--- src/rtl/uart_tx_engine.sv ---
// UART transmitter: start bit, LSB-first data, optional even/odd parity and one or two stop bits.
// Registered serial and status outputs. Frames can run back-to-back when data_valid is held high.
module uart_tx_engine #(
  parameter int DATA_WIDTH   = 8,
  parameter int CLKS_PER_BIT = 16,
  parameter int STOP_BITS    = 1
) (
  input  logic                  clk1,
  input  logic                  rst,
  input  logic [DATA_WIDTH-1:0] p_data,
  input  logic                  data_valid,
  input  logic                  parity_en,
  input  logic                  parity_type,
  output logic                  tx_out,
  output logic                  busy,
  output logic                  tx_ack,
  output logic                  frame_done
);

  localparam int CW = (CLKS_PER_BIT > 1) ? $clog2(CLKS_PER_BIT) : 1;
  localparam int BW = $clog2(DATA_WIDTH) + 1;
  localparam logic [CW-1:0] CLK_LAST  = CW'(CLKS_PER_BIT - 1);
  localparam logic [BW-1:0] DATA_LAST = BW'(DATA_WIDTH - 1);
  localparam logic [BW-1:0] STOP_LAST = BW'(STOP_BITS - 1);

  typedef enum logic [2:0] {IDLE, START, DATA, PARITY, STOP} state_t;

  state_t                  state_reg, state_next;
  logic [CW-1:0]           clk_cnt_reg, clk_cnt_next;
  logic [BW-1:0]           bit_cnt_reg, bit_cnt_next;
  logic [DATA_WIDTH-1:0]   data_reg, data_next;
  logic [DATA_WIDTH-1:0]   shift_reg, shift_next;
  logic                    par_en_reg, par_en_next;
  logic                    par_type_reg, par_type_next;
  logic                    accept;
  logic                    bit_end;
  logic                    tx_next, busy_next, ack_next, done_next;

  assign bit_end = (clk_cnt_reg == CLK_LAST);

  always_comb begin
    state_next    = state_reg;
    clk_cnt_next  = clk_cnt_reg;
    bit_cnt_next  = bit_cnt_reg;
    data_next     = data_reg;
    shift_next    = shift_reg;
    par_en_next   = par_en_reg;
    par_type_next = par_type_reg;
    accept        = 1'b0;

    case (state_reg)
      IDLE: accept = data_valid;
      START: begin
        if (bit_end) begin
          state_next   = DATA;
          clk_cnt_next = '0;
          bit_cnt_next = '0;
        end else begin
          clk_cnt_next = clk_cnt_reg + CW'(1);
        end
      end
      DATA: begin
        if (bit_end) begin
          clk_cnt_next = '0;
          shift_next   = shift_reg >> 1;
          if (bit_cnt_reg == DATA_LAST) begin
            bit_cnt_next = '0;
            state_next   = par_en_reg ? PARITY : STOP;
          end else begin
            bit_cnt_next = bit_cnt_reg + BW'(1);
          end
        end else begin
          clk_cnt_next = clk_cnt_reg + CW'(1);
        end
      end
      PARITY: begin
        if (bit_end) begin
          state_next   = STOP;
          clk_cnt_next = '0;
          bit_cnt_next = '0;
        end else begin
          clk_cnt_next = clk_cnt_reg + CW'(1);
        end
      end
      STOP: begin
        if (bit_end) begin
          clk_cnt_next = '0;
          if (bit_cnt_reg == STOP_LAST) begin
            bit_cnt_next = '0;
            state_next   = IDLE;
            accept       = data_valid;
          end else begin
            bit_cnt_next = bit_cnt_reg + BW'(1);
          end
        end else begin
          clk_cnt_next = clk_cnt_reg + CW'(1);
        end
      end
      default: begin
        state_next   = IDLE;
        clk_cnt_next = '0;
        bit_cnt_next = '0;
      end
    endcase

    if (accept) begin
      state_next    = START;
      clk_cnt_next  = '0;
      bit_cnt_next  = '0;
      data_next     = p_data;
      shift_next    = p_data;
      par_en_next   = parity_en;
      par_type_next = parity_type;
    end

    // Outputs are derived from the next state so the registered pins line up with the state
    case (state_next)
      START:   tx_next = 1'b0;
      DATA:    tx_next = shift_next[0];
      PARITY:  tx_next = (^data_next) ^ par_type_next;
      default: tx_next = 1'b1;
    endcase
    busy_next = (state_next != IDLE);
    ack_next  = accept;
    done_next = (state_next == STOP) && (clk_cnt_next == CLK_LAST) && (bit_cnt_next == STOP_LAST);
  end

  always_ff @(posedge clk1 or negedge rst) begin
    if (!rst) begin
      state_reg    <= IDLE;
      clk_cnt_reg  <= '0;
      bit_cnt_reg  <= '0;
      data_reg     <= '0;
      shift_reg    <= '0;
      par_en_reg   <= 1'b0;
      par_type_reg <= 1'b0;
      tx_out       <= 1'b1;
      busy         <= 1'b0;
      tx_ack       <= 1'b0;
      frame_done   <= 1'b0;
    end else begin
      state_reg    <= state_next;
      clk_cnt_reg  <= clk_cnt_next;
      bit_cnt_reg  <= bit_cnt_next;
      data_reg     <= data_next;
      shift_reg    <= shift_next;
      par_en_reg   <= par_en_next;
      par_type_reg <= par_type_next;
      tx_out       <= tx_next;
      busy         <= busy_next;
      tx_ack       <= ack_next;
      frame_done   <= done_next;
    end
  end

endmodule

--- config.mk ---
export PLATFORM = sky130hd
export DESIGN_NAME = uart_tx_engine
export DESIGN_NICKNAME = d
export VERILOG_FILES = /design/src/rtl/uart_tx_engine.sv
export SDC_FILE = /design/constraint.sdc
export NUM_CORES = 1
export LEC_CHECK = 0
export BUFFER_PORTS_ARGS = -buffer_cell sky130_fd_sc_hd__buf_2
export CAP_MARGIN = 20
export CORE_MARGIN = 1
export CORE_UTILIZATION = 40
export DETAILED_ROUTE_END_ITERATION = 12
export SLEW_MARGIN = 10
export SYNTH_ARGS = -nofsm -noshare
export SYNTH_HDL_FRONTEND = slang
export SYNTH_SLANG_ARGS = --single-unit
export TNS_END_PERCENT = 30
--- constraint.sdc ---
create_clock -name clk1 -period 2.6 [get_ports clk1]
set_clock_uncertainty 0.2 [all_clocks]
set_input_delay 0.39 -clock clk1 [delete_from_list [all_inputs] [get_ports clk1]]
set_output_delay 0.39 -clock clk1 [all_outputs]
set_load 0.1 [all_outputs]
After elaboration in Yosys (flattened, before gate mapping)
Index checks and enable logic that the tools add are counted.
- word-level logic and storage cells: 66
- memory bits (read-only): 0
- RAM bits: 0
- latch bits: 0
- memories kept: 0
- output and inout port bits: 4
- register bits after elaboration: 33
- $lt $le $gt $ge: 0
- bitwise logic cells: 1
- multiply operators: 0
- shifts and indexed selects: 0
- reduce and logical (&&, ||, !) cells: 12
- mux-type cells: 28
- add/subtract/negate cells: 2
- equality and inequality tests: 11
- div/mod/pow operators: 0
- operators with widths (operator ; number):
    4-bit 2-to-1 mux ; 8
    8-bit 2-to-1 mux ; 4
    3-bit 2-to-1 mux ; 8
    4-bit one-hot mux with 4 select lines ; 1
    3-bit one-hot mux with 5 select lines ; 1
    3-bit by 2-bit == test with 1-bit output, second input constant ; 4
    4-bit by 1-bit adder with 4-bit output, second input constant ; 2
    4-bit == test, second input constant ; 2
    4-bit zero test ; 2
    4-bit one-hot mux with 2 select lines ; 1
    8-bit XOR reduction ; 1
    3-bit by 1-bit == test with 1-bit output, second input constant ; 2
    3-bit == test, second input constant ; 2
    4-bit by 3-bit == test with 1-bit output, second input constant ; 1
    2-bit nonzero test ; 2
    4-bit OR reduction ; 1
    3-bit zero test ; 1
    1-bit 2-to-1 mux ; 3
    1-bit one-hot mux with 3 select lines ; 1
    3-bit nonzero test ; 1
    1-bit logical AND ; 2
    1-bit one-hot mux with 2 select lines ; 1
    2-bit AND reduction ; 1
    2-bit OR reduction ; 1
    1-bit bitwise XOR ; 1

Longest topological paths before layout
- depth in word-level cells: 8
- depth in mapped cells: 10
- gate-level depth less buffers: 8

Worst setup path before layout
No wires, ideal clock.
- path kind: reg-to-reg
- start: register bit_cnt_reg[0]
- end: register shift_reg[0]
- slack: 0.419 ns
- stages on the path, launching flop included: 10
- path buffers: 2
- arrival time: 1.854 ns
- data required time: 2.274 ns
- cells stage by stage: dfrtp_1 inv_1 ha_1 nor3b_1 a21bo_2 nand3_1 inv_1 buf_4 buf_4 o21ai_0
- word-level cells in the longest chain between the ends: 5
- ends and longest elaborated chain (element ; RTL line ; text):
    start, declared ; 30 ; logic [BW-1:0] bit_cnt_reg, bit_cnt_next;
    start signal, assigned ; 144 ; bit_cnt_reg <= bit_cnt_next;
    4-bit zero test ; 88 ; if (bit_cnt_reg == STOP_LAST) begin
    1-bit 2-to-1 mux ; 88 ;
    1-bit 2-to-1 mux ; 86 ; if (bit_end) begin
    1-bit one-hot mux with 2 select lines ; 51 ; case (state_reg)
    named net accept ; 35 ; logic accept;
    8-bit 2-to-1 mux ; 106 ; if (accept) begin
    named net shift_next[0] ; 32 ; logic [DATA_WIDTH-1:0] shift_reg, shift_next;
    end signal, assigned ; 146 ; shift_reg <= shift_next;
    end, declared ; 32 ;
The timed path passes the listed nets, and every way through them passes these cells.
A chain may end at the register's enable or synchronous reset.

Worst setup path in the final report
- start: register bit_cnt_reg[0]
- end: register frame_done
- word-level cells in the longest chain between the ends: 8
- elaborated cells between the ends (all ways): 25
- ends and longest elaborated chain (element ; RTL line ; text):
    branches (longest 7 deep; another with 4-bit by 1-bit adder with 4-bit output) ; n/a ;
    1-bit logical AND (*) ; 125 ; done_next = (state_next == STOP) && (clk_cnt_next == CLK_LAST) && (bit_cnt_next == STOP_LAST);
    named net done_next ; 37 ; logic tx_next, busy_next, ack_next, done_next;
    end signal, assigned ; 152 ; frame_done <= done_next;
    end, declared ; 17 ; output logic frame_done
Mark *: on every way through the listed nets, which the timed path passes.

==> results by group <==
Synthesis
  – Post-Syn Area: 1850 um2
  – Post-synth top flop: dfrtp_1
  – Most common cell in the netlist: nand2_1
  – Number of enable flip-flop cells after synthesis: 0
  – Async set-reset flop share out of synthesis: 1.00
  – Synth area leaders: dfrtp_1 43%, nand2_1 7.1%, mux2i_1 4.3%, o21ai_0 4.1%, xnor2_1 3.8%
  – Top cell type's share of synthesized area: 0.432
  – Syn_nets: 206
  – Sequential share of the synthesized area: 0.446
  – Syn Inst Count: 190
  – Unique masters post-synth: 45
  – Most frequent cells after synthesis: 35 x nand2_1, 32 x dfrtp_1, 15 x o21ai_0, 10 x a21oi_1, 9 x nor2_1
  – Number of synthesized register bits: 33
  – Avg Inst Size Synth: 9.75 um2
  – Post-synth top area cell: dfrtp_1
  – YS warnings: 0

Clock tree
  – H-tree levels: 2
  – Clock slew at reported path FFs: 0.07 ns
  – CTS resizes: 0
  – CTS tree: done
  – Clk_lat worst skew: 0.28 ns
  – Root Driver: clkbuf_8
  – Hold_buf cts: 1
  – Num CTS Buffers: 5
  – Max Root-Sink Buffers: 2
  – Clock sink total: 33
  – Post-CTS setup buffers: 0

Critical path
  – Arrival time at the worst endpoint: 2.38 ns
  – Kind of critical path: flop to flop
  – CP endpoint kind: flop
  – Critical Path RT: 2.59 ns
  – Startpoint Class: flop
  – Crit Path Max Fanout: 5

Job
  – Max-cap violations: 0

GRT
  – Overflow after GRT: 0
  – Total GRT Usage: 0.168
  – First-pass GRT wire length: 6510 um
  – Initial antenna violation count: 0
  – Number of global-route vias before repair: 1,382
  – Largest net degree at the start of global routing: 34

Route
  – Vias/cell: 5.42
  – Via Count: 1,425
  – Drt pass-1 iters: 4
  – Residual DRC count: 0
  – WL/cell: 14.2 um
  – Final WL: 3730 um
  – Final ANT Viol Nets: 0
  – Initial DRC Count: 121

Cells and area
  – Nets: 226
  – # fillers: 440
  – Share of layout cells above drive strength 1: 0.180
  – Final std cells w/o fill: 263
  – Antenna diode count: 0
  – Area growth from synthesis to layout: 12.4%

STA
  – Worst rel slew slack: 0.506
  – Final hold vios: 0
  – TNS Setup: 0 ns
  – Worst Tran Pin Value: 0.741 ns
  – RSZ-0062 raised after global routing: no
  – Final setup viols: 0
  – Fmax: 419 MHz
  – Crit share post-route: 0.918
  – Pins Over Slew Limit: 0
  – Crit path time final: 2.39 ns

Die
  – Starting density of the core: 0.420
  – Row cnt: 24
  – Die W: 70.1 um
  – Die Area: 4910 um2
  – Core area: 4410 um2
  – Chip height: 70.1 um
  – Top-Level Pins: 17

Placement
  – Port bufs: 16
  – DP Wirelength: 2690 um
  – DP Cell Count: 254
  – GP Congestion: 0.840

Power
  – VDD IR-drop max: 304 uV
  – Lkg Pwr: 1.00 nW
  – Pwr Density: 471 nW/um2

Worst hold path
  – Hold/Removal Path Class: input pin to flop

Run status
  – Status: completed
-- metal layers --
| layer | GRT usage | vias up | share of wire |
|---|---|---|---|
| li1 | - | 704 | - |
| met4 | 0.0822 | 0 | 0.024 |
| met5 | 0 | - | 0 |
| met3 | 0.0462 | 8 | 0.037 |
| met1 | 0.227 | 684 | 0.48 |
| met2 | 0.249 | 29 | 0.46 |
-- final cells by class --
cell class | count | area (um2) | area share
Multi-Input combinational cell | 145 | 955 | 0.458
Sequential cell | 33 | 827 | 0.397
Timing Repair Buffer | 21 | 120 | 0.0577
Clock buffer | 7 | 96.3 | 0.0462
Tap cell | 52 | 65.1 | 0.0312
Inverter | 4 | 15.0 | 0.00721
Clock inverter | 1 | 5.00 | 0.00240
-- worst paths after layout --
path | depth (start not counted) | to | from | slack (ns)
max | 7 | frame_done | bit_cnt_reg[0] | 0.21
min | 3 | par_en_reg | parity_en | 0.10
max reg2reg | 7 | frame_done | bit_cnt_reg[0] | 0.21
min reg2reg | 2 | data_reg[2] | data_reg[2] | 0.29
max in group asynchronous | 2 | clk_cnt_reg[1] | rst | 1.21
min in group asynchronous | 2 | state_reg[1] | rst | 0.51
-- where the power goes --
part | leakage, nW | switching (mW) | total [mW] | internal (mW)
logic | 0.533 | 0.0259 | 0.0502 | 0.0243
clock network | 0.0542 | 0.179 | 0.418 | 0.239
registers | 0.417 | 0 | 0.513 | 0.513
-- logic make-up (layout without fill, tap and decap cells) --
| logic type | count (synthesis) | after routing | share of synthesized area |
|---|---|---|---|
| and+or+nand+nor | 76 | 76 | 0.217 |
| AOI/OAI and AO/OA | 43 | 43 | 0.149 |
| DFF | 33 | 33 | 0.446 |
| xor gates and xnor gates | 15 | 15 | 0.0858 |
| buffers and inverters | 12 | 33 | 0.0385 |
| muxes | 8 | 8 | 0.0432 |
| adders and majority gates | 3 | 3 | 0.0203 |
-- metrics by stage --
step                      hold WS (ns)  setup slack, ns   util  power, mW  instance area [um2]
after global routing             0.111           0.0242  0.472       1.02                 2080
after detailed placement         0.284            0.259  0.447      0.573                 1970
after CTS                       0.0935            0.227  0.472      0.994                 2080
final                            0.101            0.213  0.472      0.982                 2080
after floorplan                 -0.106            0.419      -      0.546                 1850
after global placement           0.282            0.331  0.447      0.573                 1970
-- cell usage in the layout (no fill, tap or decap), types with 2 or more instances in the layout --
cell type	n
nand3_1	7
buf_2	16
mux2i_1	8
xnor3_1	2
nand2b_1	3
or2_2	2
nor3_1	2
nand2_1	35
nor2b_1	2
dfrtp_1	32
ha_1	3
o21a_1	2
clkbuf_8	7
a31oi_1	2
a2111oi_0	2
o21ai_0	15
a21oi_1	10
a21o_1	2
xor2_1	5
xnor2_1	8
nor3b_1	3
buf_4	4
a211o_1	2
inv_1	4
nor2_1	9
nand3b_1	3
-- worst max-delay path, cell delays in order (launching register included) --
cell	delay, ns
dfrtp_1	0.43
inv_1	0.09
ha_1	0.15
nor3b_1	0.47
nor3_1	0.10
a2111oi_0	0.42
a21oi_1	0.17
nor4b_2	0.28
(Power assumes the default switching activity.)
